<file path="src/rtl/ifu_fetch.sv">
// Instruction fetch unit: holds the PC, issues one imem read per instruction,
// presents the word to decode and waits for writeback to commit the next PC.
module ifu_fetch #(
  parameter logic [31:0] RESET_PC = 32'h8000_0000,
  parameter int unsigned TIMEOUT  = 255
) (
  input  logic        clk,
  input  logic        rst,
  output logic        imem_req_valid,
  output logic [31:0] imem_req_addr,
  input  logic        imem_req_ready,
  input  logic        imem_resp_valid,
  input  logic [31:0] imem_resp_data,
  input  logic        imem_resp_err,
  output logic        ifu_valid,
  output logic [31:0] real_ins,
  input  logic        idu_ready,
  output logic [31:0] pc,
  input  logic        pc_update_valid,
  input  logic [31:0] next_pc,
  output logic        fetch_fault,
  output logic [1:0]  fault_cause
);

  localparam logic [2:0] S_REQ   = 3'd0;
  localparam logic [2:0] S_WAIT  = 3'd1;
  localparam logic [2:0] S_HOLD  = 3'd2;
  localparam logic [2:0] S_EXEC  = 3'd3;
  localparam logic [2:0] S_FAULT = 3'd4;

  localparam logic [7:0] TIMEOUT_LAST = 8'(TIMEOUT - 1);

  localparam logic [1:0] CAUSE_RESP_ERR  = 2'd1;
  localparam logic [1:0] CAUSE_TIMEOUT   = 2'd2;
  localparam logic [1:0] CAUSE_MISALIGN  = 2'd3;

  logic [2:0]  state_r, state_s;
  logic [31:0] pc_r, pc_s;
  logic [31:0] ins_r, ins_s;
  logic [1:0]  cause_r, cause_s;
  logic [7:0]  cnt_r, cnt_s;
  logic        req_valid_r;
  logic        ifu_valid_r;
  logic        fault_r;

  // Next-state and datapath decode for the single-instruction-in-flight FSM
  always_comb begin
    state_s = state_r;
    pc_s    = pc_r;
    ins_s   = ins_r;
    cause_s = cause_r;
    cnt_s   = cnt_r;
    case (state_r)
      S_REQ: begin
        if (imem_req_ready) begin
          state_s = S_WAIT;
          cnt_s   = 8'd0;
        end else begin
          state_s = S_REQ;
        end
      end
      S_WAIT: begin
        // a response in the final counted cycle still beats the timeout
        if (imem_resp_valid) begin
          if (imem_resp_err) begin
            cause_s = CAUSE_RESP_ERR;
            state_s = S_FAULT;
          end else begin
            ins_s   = imem_resp_data;
            state_s = S_HOLD;
          end
        end else if (cnt_r == TIMEOUT_LAST) begin
          cause_s = CAUSE_TIMEOUT;
          state_s = S_FAULT;
        end else begin
          cnt_s = cnt_r + 8'd1;
        end
      end
      S_HOLD: begin
        if (idu_ready) begin
          state_s = S_EXEC;
        end else begin
          state_s = S_HOLD;
        end
      end
      S_EXEC: begin
        if (pc_update_valid) begin
          if (next_pc[1:0] == 2'b00) begin
            pc_s    = next_pc;
            state_s = S_REQ;
          end else begin
            cause_s = CAUSE_MISALIGN;
            state_s = S_FAULT;
          end
        end else begin
          state_s = S_EXEC;
        end
      end
      S_FAULT: begin
        state_s = S_FAULT;
      end
      default: begin
        state_s = S_FAULT;
      end
    endcase
  end

  // State, datapath and decoded output flags, with synchronous reset
  always_ff @(posedge clk) begin
    if (rst) begin
      state_r     <= S_REQ;
      pc_r        <= RESET_PC;
      ins_r       <= 32'd0;
      cause_r     <= 2'd0;
      cnt_r       <= 8'd0;
      req_valid_r <= 1'b1;
      ifu_valid_r <= 1'b0;
      fault_r     <= 1'b0;
    end else begin
      state_r     <= state_s;
      pc_r        <= pc_s;
      ins_r       <= ins_s;
      cause_r     <= cause_s;
      cnt_r       <= cnt_s;
      req_valid_r <= (state_s == S_REQ);
      ifu_valid_r <= (state_s == S_HOLD);
      fault_r     <= (state_s == S_FAULT);
    end
  end

  assign imem_req_valid = req_valid_r & ~rst;
  assign imem_req_addr  = pc_r;
  assign ifu_valid      = ifu_valid_r & ~rst;
  assign real_ins       = ins_r;
  assign pc             = pc_r;
  assign fetch_fault    = fault_r;
  assign fault_cause    = cause_r;

endmodule

</file>
<file path="config.mk">
export PLATFORM = sky130hd
export DESIGN_NAME = ifu_fetch
export DESIGN_NICKNAME = d
export VERILOG_FILES = /design/src/rtl/ifu_fetch.sv
export SDC_FILE = /design/constraint.sdc
export NUM_CORES = 1
export LEC_CHECK = 0
export BUFFER_PORTS_ARGS = -buffer_cell sky130_fd_sc_hd__clkbuf_2
export CORE_MARGIN = 1
export CORE_UTILIZATION = 45
export DETAILED_ROUTE_END_ITERATION = 7
export MAX_ROUTING_LAYER = met4
export PLACE_DENSITY = 0.8
export RECOVER_POWER = 25
export SLEW_MARGIN = 20
export SYNTH_ARGS = -nofsm -noshare
export SYNTH_HDL_FRONTEND = slang
export SYNTH_SLANG_ARGS = --single-unit
</file>
<file path="constraint.sdc">
create_clock -name clk -period 1.9 [get_ports clk]
set_input_delay 0.285 -clock clk [delete_from_list [all_inputs] [get_ports clk]]
set_output_delay 0.285 -clock clk [all_outputs]
set_load 0.05 [all_outputs]
</file>
# Word level (Yosys, flattened, before mapping)
# Cells that the tools add are included.
[classes] n_addsub=1 n_mul=0 div_mod_pow=0 magnitude_cmp=0 n_eq_ne=13 n_shift=0 mux=18 bitwise=4 reduce_logical=9
[op_table] operator="8-bit 2-to-1 mux" n=3
[op_table] operator="8-bit case mux with 2 select lines" n=1
[op_table] operator="3-bit 2-to-1 mux" n=5
[op_table] operator="3-bit case mux with 4 select lines" n=1
[op_table] operator="2-bit 2-to-1 mux" n=5
[op_table] operator="2-bit inequality test (second input constant)" n=5
[op_table] operator="3-bit by 2-bit == test with 1-bit output (second input constant)" n=3
[op_table] operator="8-bit by 1-bit adder with 8-bit output (second input constant)" n=1
[op_table] operator="8-bit == test (second input constant)" n=1
[op_table] operator="3-bit logical NOT" n=2
[op_table] operator="3-bit inequality test (second input constant)" n=2
[op_table] operator="3-bit AND reduction" n=2
[op_table] operator="5-bit AND reduction" n=1
[op_table] operator="2-bit case mux with 2 select lines" n=1
[op_table] operator="4-bit AND reduction" n=1
[op_table] operator="2-bit nonzero test" n=2
[op_table] operator="3-bit by 1-bit == test with 1-bit output (second input constant)" n=1
[op_table] operator="3-bit == test (second input constant)" n=1
[op_table] operator="1-bit bitwise AND" n=2
[op_table] operator="2-bit logical NOT" n=1
[op_table] operator="1-bit 2-to-1 mux" n=2
[op_table] operator="1-bit NOT" n=2
[totals] register_bits=80 latchBits=0 mem_bits_rw=0 mem_bits_ro=0 input_bits=71 out_inout_bits=101 word_cells=53 memories=0

# Logic depth before layout (Yosys ltp)
# Gate-level depths: netlist (run 1).
[logic_depth] depth_word=5 mapped_depth=7 depth_no_buf=6

# Least setup slack after synthesis (run 1)
# Ideal clock, no wire load.
[synth_path] path_type="reg-to-reg" start="register state_r[0]" end="register ins_r[2], in the netlist real_ins[2]" setup_ns=0.132 arrival_time_ns=1.588 required_time_ns=1.768 setup_slack_ns=0.179 stages_incl_launch_ff=8 path_buffers=3 synth_period_minus_slack_ns=1.721 cell_sequence="dfxtp_1 or3b_1 buf_2 or3b_1 buf_2 buf_6 nand2_1 a21oi_1"
[synth_via] elab_chain_len=2
[synth_lines] element="start, declared" line="37" source="logic [2:0] state_r, state_s;"
[synth_lines] element="start signal, assigned" line="120" source="state_r <= state_s;"
[synth_lines] element="3-bit by 1-bit == test with 1-bit output" line="53" source="case (state_r)"
[synth_lines] element="3-bit AND reduction (no line)"
[synth_lines] element="end signal, assigned" line="122" source="ins_r <= ins_s;"
[synth_lines] element="end, declared" line="39" source="logic [31:0] ins_r, ins_s;"
# Every way passes these cells.
# A chain may end at the register's enable or synchronous reset.

# Final worst setup path (run 1)
[layout_path] start="register state_r[2]" end="register ins_r[25], in the netlist real_ins[25]"
# Same word-level chain as after synthesis.

==> qor.yml, run 1 <==
peakVddDrop_v: 0.000449
drt-pass1-iter-count: 5
critPathMaxFanout: 32
drc_errors: 0
postRouteAntennaNets: 0
synth_cells: 404
grt_setup_unrepaired: "no"
critical-path-max-stage-delay_ns: 0.46
portBuffers: 171
clkTransAtPathRegs_ns: 0.09
critPathKind: "register to register"
vias: 3085
synth.distinct_cells: 34
antennaDiodeCount: 0
cap_violations: 0
dpl.hpwl_um: 5930
synth_flop_cell: "dfxtp_1"
synth_seq_cells: 80
synth_edf_count: 0
yosysSeqAreaShare_pct: 49.3
htreeDepth: 3
syn_area_um2: 3250
relSlewSlack_pct: 56.4
clk_latency_ns: 0.34
crit_chain: "or3b_4, or3b_1, buf_4, nand2_1, a21oi_1"
fp.dieW_um: 87.0
postCtsSetupBuffers: 0
grt_max_degree: 33
fin_crit_sh_pct: 91.0
initial_core_util_pct: 47.3
track_usage_pct: 21.7
grt_pass1_vias: 2745
tightest_slew_ns: 0.657
die_area_um2: 7560
ys_async_sr_fraction_pct: 0
hold_class: "input pin to register"
hold_viol: 0
cts_resized: 0
antenna_found_initial: 0
synth_warnings: 0
crit_family: "simple AND/OR/NAND/NOR gates"
cts_tree: "yes"
fin_area_um2: 4130
grt_pass1_wl_um: 12500
cts_made_buffers: 9
post-route-min-period_ns: 1.73
power.leakage_nw: 1.74
cp_num_buf_inv: 1
finalSetupViolCount: 0
dpl_cell_area_um2: 3960
postSynthAreaPerCell_um2: 8.04
cts_hold_buf: 0
p_total_mw: 3.42
wl_um: 7990
syn-num-nets: 477
drive_gt1_share_pct: 28.9
status: "completed"
syn_to_final_growth_pct: 27.2
layout.nets: 614
ioPinCount: 172
regArea_um2: 1600
power.density_nw_per_um2: 827
arrival_ns: 1.94
fmaxAchievable_ghz: 0.578
slew_violations: 0
cts.path.max_buffers: 2
holdWs_ns: 0.151
routabilityCongestion: 0.764
coreArea_um2: 6870
setup_tns_ns: 0
wl_per_cell_um: 12.4
critPathCaptureType: "register"
multi_input_area_um2: 1280
crit_slowest_cell: "or3b_4"
clkSinkCount: 80
dr.first_iter.drc_count: 90
fillers: 667
cts-root-buf: "clkbuf_8"
clock_skew_ns: 0.0105
die_h_um: 87.0
worstPathRequired_ns: 2.12
vias_per_cell: 4.81
startpoint_type: "register"
num_rows: 30
grt-ovfl-total: 0
-- flip-flops by register name (all words and copies together) (netlist names) --
signal / cells
fault_cause: 2
state_r: 3
real_ins: 32
fetch_fault: 1
imem_req_addr: 32
req_valid_r: 1
cnt_r: 8
ifu_valid_r: 1
-- layer usage --
layer  GRT usage (%)  vias up  part of all wire (%)
met4            10.6        0                   2.2
met2            38.1      109                    51
li1                -     1563                     -
met3            3.51       15                   5.4
met1            24.0     1398                    41
met5               -        -                     0
-- stage by stage --
stage | instances | worst slack (ns) | util (%)
2_1_floorplan | 404 | 0.179 | -
3_3_place_gp | 626 | 0.165 | 57.6
3_5_place_dp | 626 | 0.111 | 57.6
4_1_cts | 642 | 0.110 | 60.8
5_1_grt | 642 | 0.0676 | 60.2
6_report | 642 | 0.171 | 60.2
-- final cells by class --
| cell class | count | share of cell area (%) |
|---|---|---|
| clock buffers | 9 | 3.00 |
| clock inverters | 7 | 2.27 |
| inverters | 6 | 0.545 |
| multi-input cells | 262 | 31.1 |
| flip-flops and latches | 80 | 38.8 |
| well taps | 96 | 2.91 |
| repair buffers | 182 | 21.4 |
-- synth_stat cells (3+ instances only) --
cell | count | area [um^2]
a21oi_1 | 65 | 325
buf_2 | 5 | 25.0
buf_4 | 32 | 240
buf_6 | 3 | 33.8
clkbuf_1 | 15 | 56.3
dfxtp_1 | 80 | 1600
inv_1 | 6 | 22.5
mux2i_1 | 5 | 50.1
nand2_1 | 131 | 492
nand3_1 | 5 | 25.0
nor2_1 | 9 | 33.8
nor2b_1 | 5 | 31.3
o21ai_0 | 6 | 30.0
or3_1 | 6 | 37.5
-- logic make-up (layout without fill, tap and decap cells) --
logic type | count (synthesis) | count (layout) | synth area share (%)
buf+inv | 62 | 204 | 11.7
mux | 5 | 5 | 1.54
simple gates | 174 | 174 | 23.2
fa+ha+maj | 2 | 2 | 0.770
compound gates | 81 | 81 | 13.4
flops | 80 | 80 | 49.3
-- worst min-delay path, delay by kind of cell --
kind                   cells  cell delay, ns
buffers and inverters      1            0.08
and+or+nand+nor            1            0.04
AOI/OAI and AO/OA          1            0.05
-- path summary, 6_finish.rpt --
path	from	end	slack (ns)	cells after the start
min	next_pc[13]	imem_req_addr[13]	0.15	3
max	state_r[2]	real_ins[25]	0.17	5
min reg2reg	real_ins[0]	real_ins[0]	0.45	2
max reg2reg	state_r[2]	real_ins[25]	0.17	5
-- cells in the final DEF, fill, tap and decap left out, drive strengths merged, types with 2 or more instances in the layout --
cell type	count
or3b	2
nor4	2
dfxtp	80
nor4b	2
clkbuf	180
a211oi	2
or3	6
clkinvlp	2
o211ai	2
nand2	131
nor2	9
nand4	2
a21boi	2
bufinv	2
nor3	2
o21ai	6
inv	7
mux2i	5
and3	2
buf	11
clkinv	2
nand3	5
ha	2
nor2b	5
o2111ai	2
a21oi	65
-- power breakdown --
part | switching [mW] | internal (mW) | total (mW) | leakage (nW)
clock | 0.627 | 0.740 | 1.37 | 0.106
combinational | 0.215 | 0.116 | 0.331 | 0.988
sequential | 0.0154 | 1.70 | 1.72 | 0.646
total | 0.857 | 2.56 | 3.42 | 1.74
No activity file was read; power rests on OpenSTA's default activity.
==> run 2: changes to the inputs <==
GPL_TIMING_DRIVEN = 0   (was default)
==> run 2 against run 1 <==
Core utilization increased by 3.9 points. Count of clock-buffer cells in the layout unchanged. Critical path depth increased by 2. Wire length increased by 5.8%. Combinational power about the same. Sequential share of layout area decreased by 2.3 points. Cell count increased by 7.0%. Final area increased by 6.5%. Via count increased by 7.4%. Clock power decreased by 10%.
==> qor.yml, run 2 (synthesized netlist as in run 1, its figures left out) <==
hold_viol: 0  # unchanged
ioPinCount: 172  # unchanged
critical-path-max-stage-delay_ns: 0.38  # -0.08 ns
worst_slack_ns: 0.0889  # -0.0821 ns
wl_um: 8450  # +5.8%
tightest_slew_ns: 0.651  # -0.00663 ns
die_h_um: 87.0  # unchanged
wl_per_cell_um: 12.3  # -1.1%
coreArea_um2: 6870  # unchanged
final_cell_mix: "nand2_1, clkbuf_2, dfxtp_1, a21oi_1, clkbuf_1"
postRouteAntennaNets: 0  # unchanged
fin_crit_sh_pct: 95.3  # +4.3 points
clkTransAtPathRegs_ns: 0.09  # about the same
startpoint_type: "register"
htreeDepth: 3  # unchanged
fillers: 633  # -5.1%
arrival_ns: 2.02  # +0.08 ns
fin_area_um2: 4400  # +6.5%
crit_slowest_cell: "dfxtp_1"
clk_latency_ns: 0.34  # about the same
postCtsSetupBuffers: 0  # unchanged
drive_gt1_share_pct: 32.5  # +3.5 points
num_rows: 30  # unchanged
hold_class: "input pin to register"
layout_commonest_cell: "nand2_1"
dr.first_iter.drc_count: 82  # -8.9%
initial_core_util_pct: 47.3  # unchanged
critPathCaptureType: "register"
vias_per_cell: 4.82  # +0.33%
power.leakage_nw: 1.92  # +10%
holdWs_ns: 0.153  # +0.00195 ns
p_switching_uw: 861  # +0.55%
clock_skew_ns: 0.0119  # +0.00136 ns
portBuffers: 171  # unchanged
peakVddDrop_v: 0.000455  # +1.2%
vias: 3312  # +7.4%
crit_chain: "or3b_1, buf_2, or3b_1, buf_2, buf_6, nand2_1, a21oi_1"
cts.path.max_buffers: 2  # unchanged
p_total_mw: 3.29  # -3.7%
seqPwrFrac_pct: 52.4  # +2.1 points
grt_pass1_vias: 2895  # +5.5%
slew_violations: 0  # unchanged
cts_made_buffers: 9  # unchanged
grt_pass1_wl_um: 13000  # +4.3%
reg2reg_from: "state_r[1]"
relSlewSlack_pct: 56.8  # +0.44 points
layout.nets: 659  # +7.3%
worstReg2RegEnd: "real_ins[22]"
worstPathRequired_ns: 2.11  # about the same
critPathMaxFanout: 10  # -69%
dpl_cell_area_um2: 4220  # +6.7%
status: "completed"
grt-ovfl-total: 0  # unchanged
critPathKind: "register to register"
drc_errors: 0  # unchanged
worstRegToRegCells: 7  # +2
swShare_pct: 26.2  # +1.1 points
cts_tree: "yes"
power.internal_mw: 2.43  # -5.1%
cts-root-buf: "clkbuf_8"
min_path_cells: 3  # unchanged
power.density_nw_per_um2: 748  # -9.6%
worstHoldEndpoint: "real_ins[20]"
routabilityCongestion: 0.834  # +9.2%
post-route-min-period_ns: 1.81  # +0.0821 ns
clkSinkCount: 80  # unchanged
syn_to_final_growth_pct: 35.6
antenna_found_initial: 0  # unchanged
grt_max_degree: 15  # -55%
reg2reg_slack_ns: 0.09  # -0.08 ns
fp.dieW_um: 87.0  # unchanged
min_from: "imem_resp_data[20]"
fmaxAchievable_ghz: 0.552  # -4.5%
dpl.hpwl_um: 6560  # +11%
final_util_pct: 64.1  # +3.9 points
antennaDiodeCount: 0  # unchanged
power.share.clock_pct: 37.4  # -2.6 points
cp_num_buf_inv: 3  # +2
die_area_um2: 7560  # unchanged
combinationalPowerShare_pct: 10.1  # +0.4 points
pre_cts_slack_ns: 0.00711  # -0.103 ns
cap_violations: 0  # unchanged
drt-pass1-iter-count: 4  # -1
finalSetupViolCount: 0  # unchanged
crit_family: "simple AND/OR/NAND/NOR gates"
track_usage_pct: 22.7  # +0.94 points
run 2: stage by stage:
step	TNS, ns	instances
after floorplan	0	404
after global placement	0	671
after detailed placement	0	671
after CTS	0	687
after global routing	-0.0168	687
final	0	687
run 2: timing repair:
item                                    CTS  global route
endpoints found under the setup margin    1            43
gates resized for setup                   1            15
hold buffers                              0             0
pin swaps                                 0             1
run 2: worst register-to-register path: cells and delay by family, from the launching register on:
kind / cells / cell delay, ns
AOI/OAI and AO/OA: 1 / 0.06
buffers and inverters: 3 / 0.49
DFF: 1 / 0.38
and+or+nand+nor: 3 / 0.77
run 2: power by group through the flow:
| stage | clock, mW | sequential (mW) | combinational (mW) |
|---|---|---|---|
| floorplan | 0 | 1.83 | 0.128 |
| global placement | 0 | 1.76 | 0.328 |
| detailed placement | 0 | 1.76 | 0.331 |
| CTS | 1.25 | 1.72 | 0.333 |
| global route | 1.34 | 1.73 | 0.361 |
| finish | 1.23 | 1.73 | 0.334 |
run 2: worst max path at each step:
| stage | start | end | slack, ns | cells after the start |
|---|---|---|---|---|
| final | state_r[1] | real_ins[22] | 0.09 | 7 |
| after floorplan | state_r[0] | real_ins[2] | 0.18 | 7 |
| after detailed placement | state_r[0] | req_valid_r | 0.007 | 5 |
| after global routing | state_r[1] | imem_req_addr[17] | -0.006 | 5 |
| after global placement | state_r[0] | req_valid_r | 0.003 | 5 |
| after CTS | state_r[0] | real_ins[30] | 0.0008 | 6 |
run 2: metal layers:
| layer | track usage [%] | up-vias | routed length [um] |
|---|---|---|---|
| met5 | - | - | 0 |
| met4 | 9.85 | 0 | 194 |
| met3 | 3.70 | 14 | 475 |
| met2 | 39.6 | 113 | 4320 |
| met1 | 25.6 | 1517 | 3460 |
| li1 | - | 1668 | - |
run 2: cell type report:
| type | instances | area (um^2) | share of cell area (%) |
|---|---|---|---|
| timing repair buffer | 171 | 801 | 18.2 |
| multi-input combinational | 262 | 1290 | 29.3 |
| buffer | 56 | 369 | 8.38 |
| sequential | 80 | 1610 | 36.5 |
| clock buffer | 9 | 124 | 2.81 |
| clock inverter | 7 | 70.1 | 1.59 |
| tap | 96 | 120 | 2.73 |
| inverter | 6 | 22.5 | 0.512 |
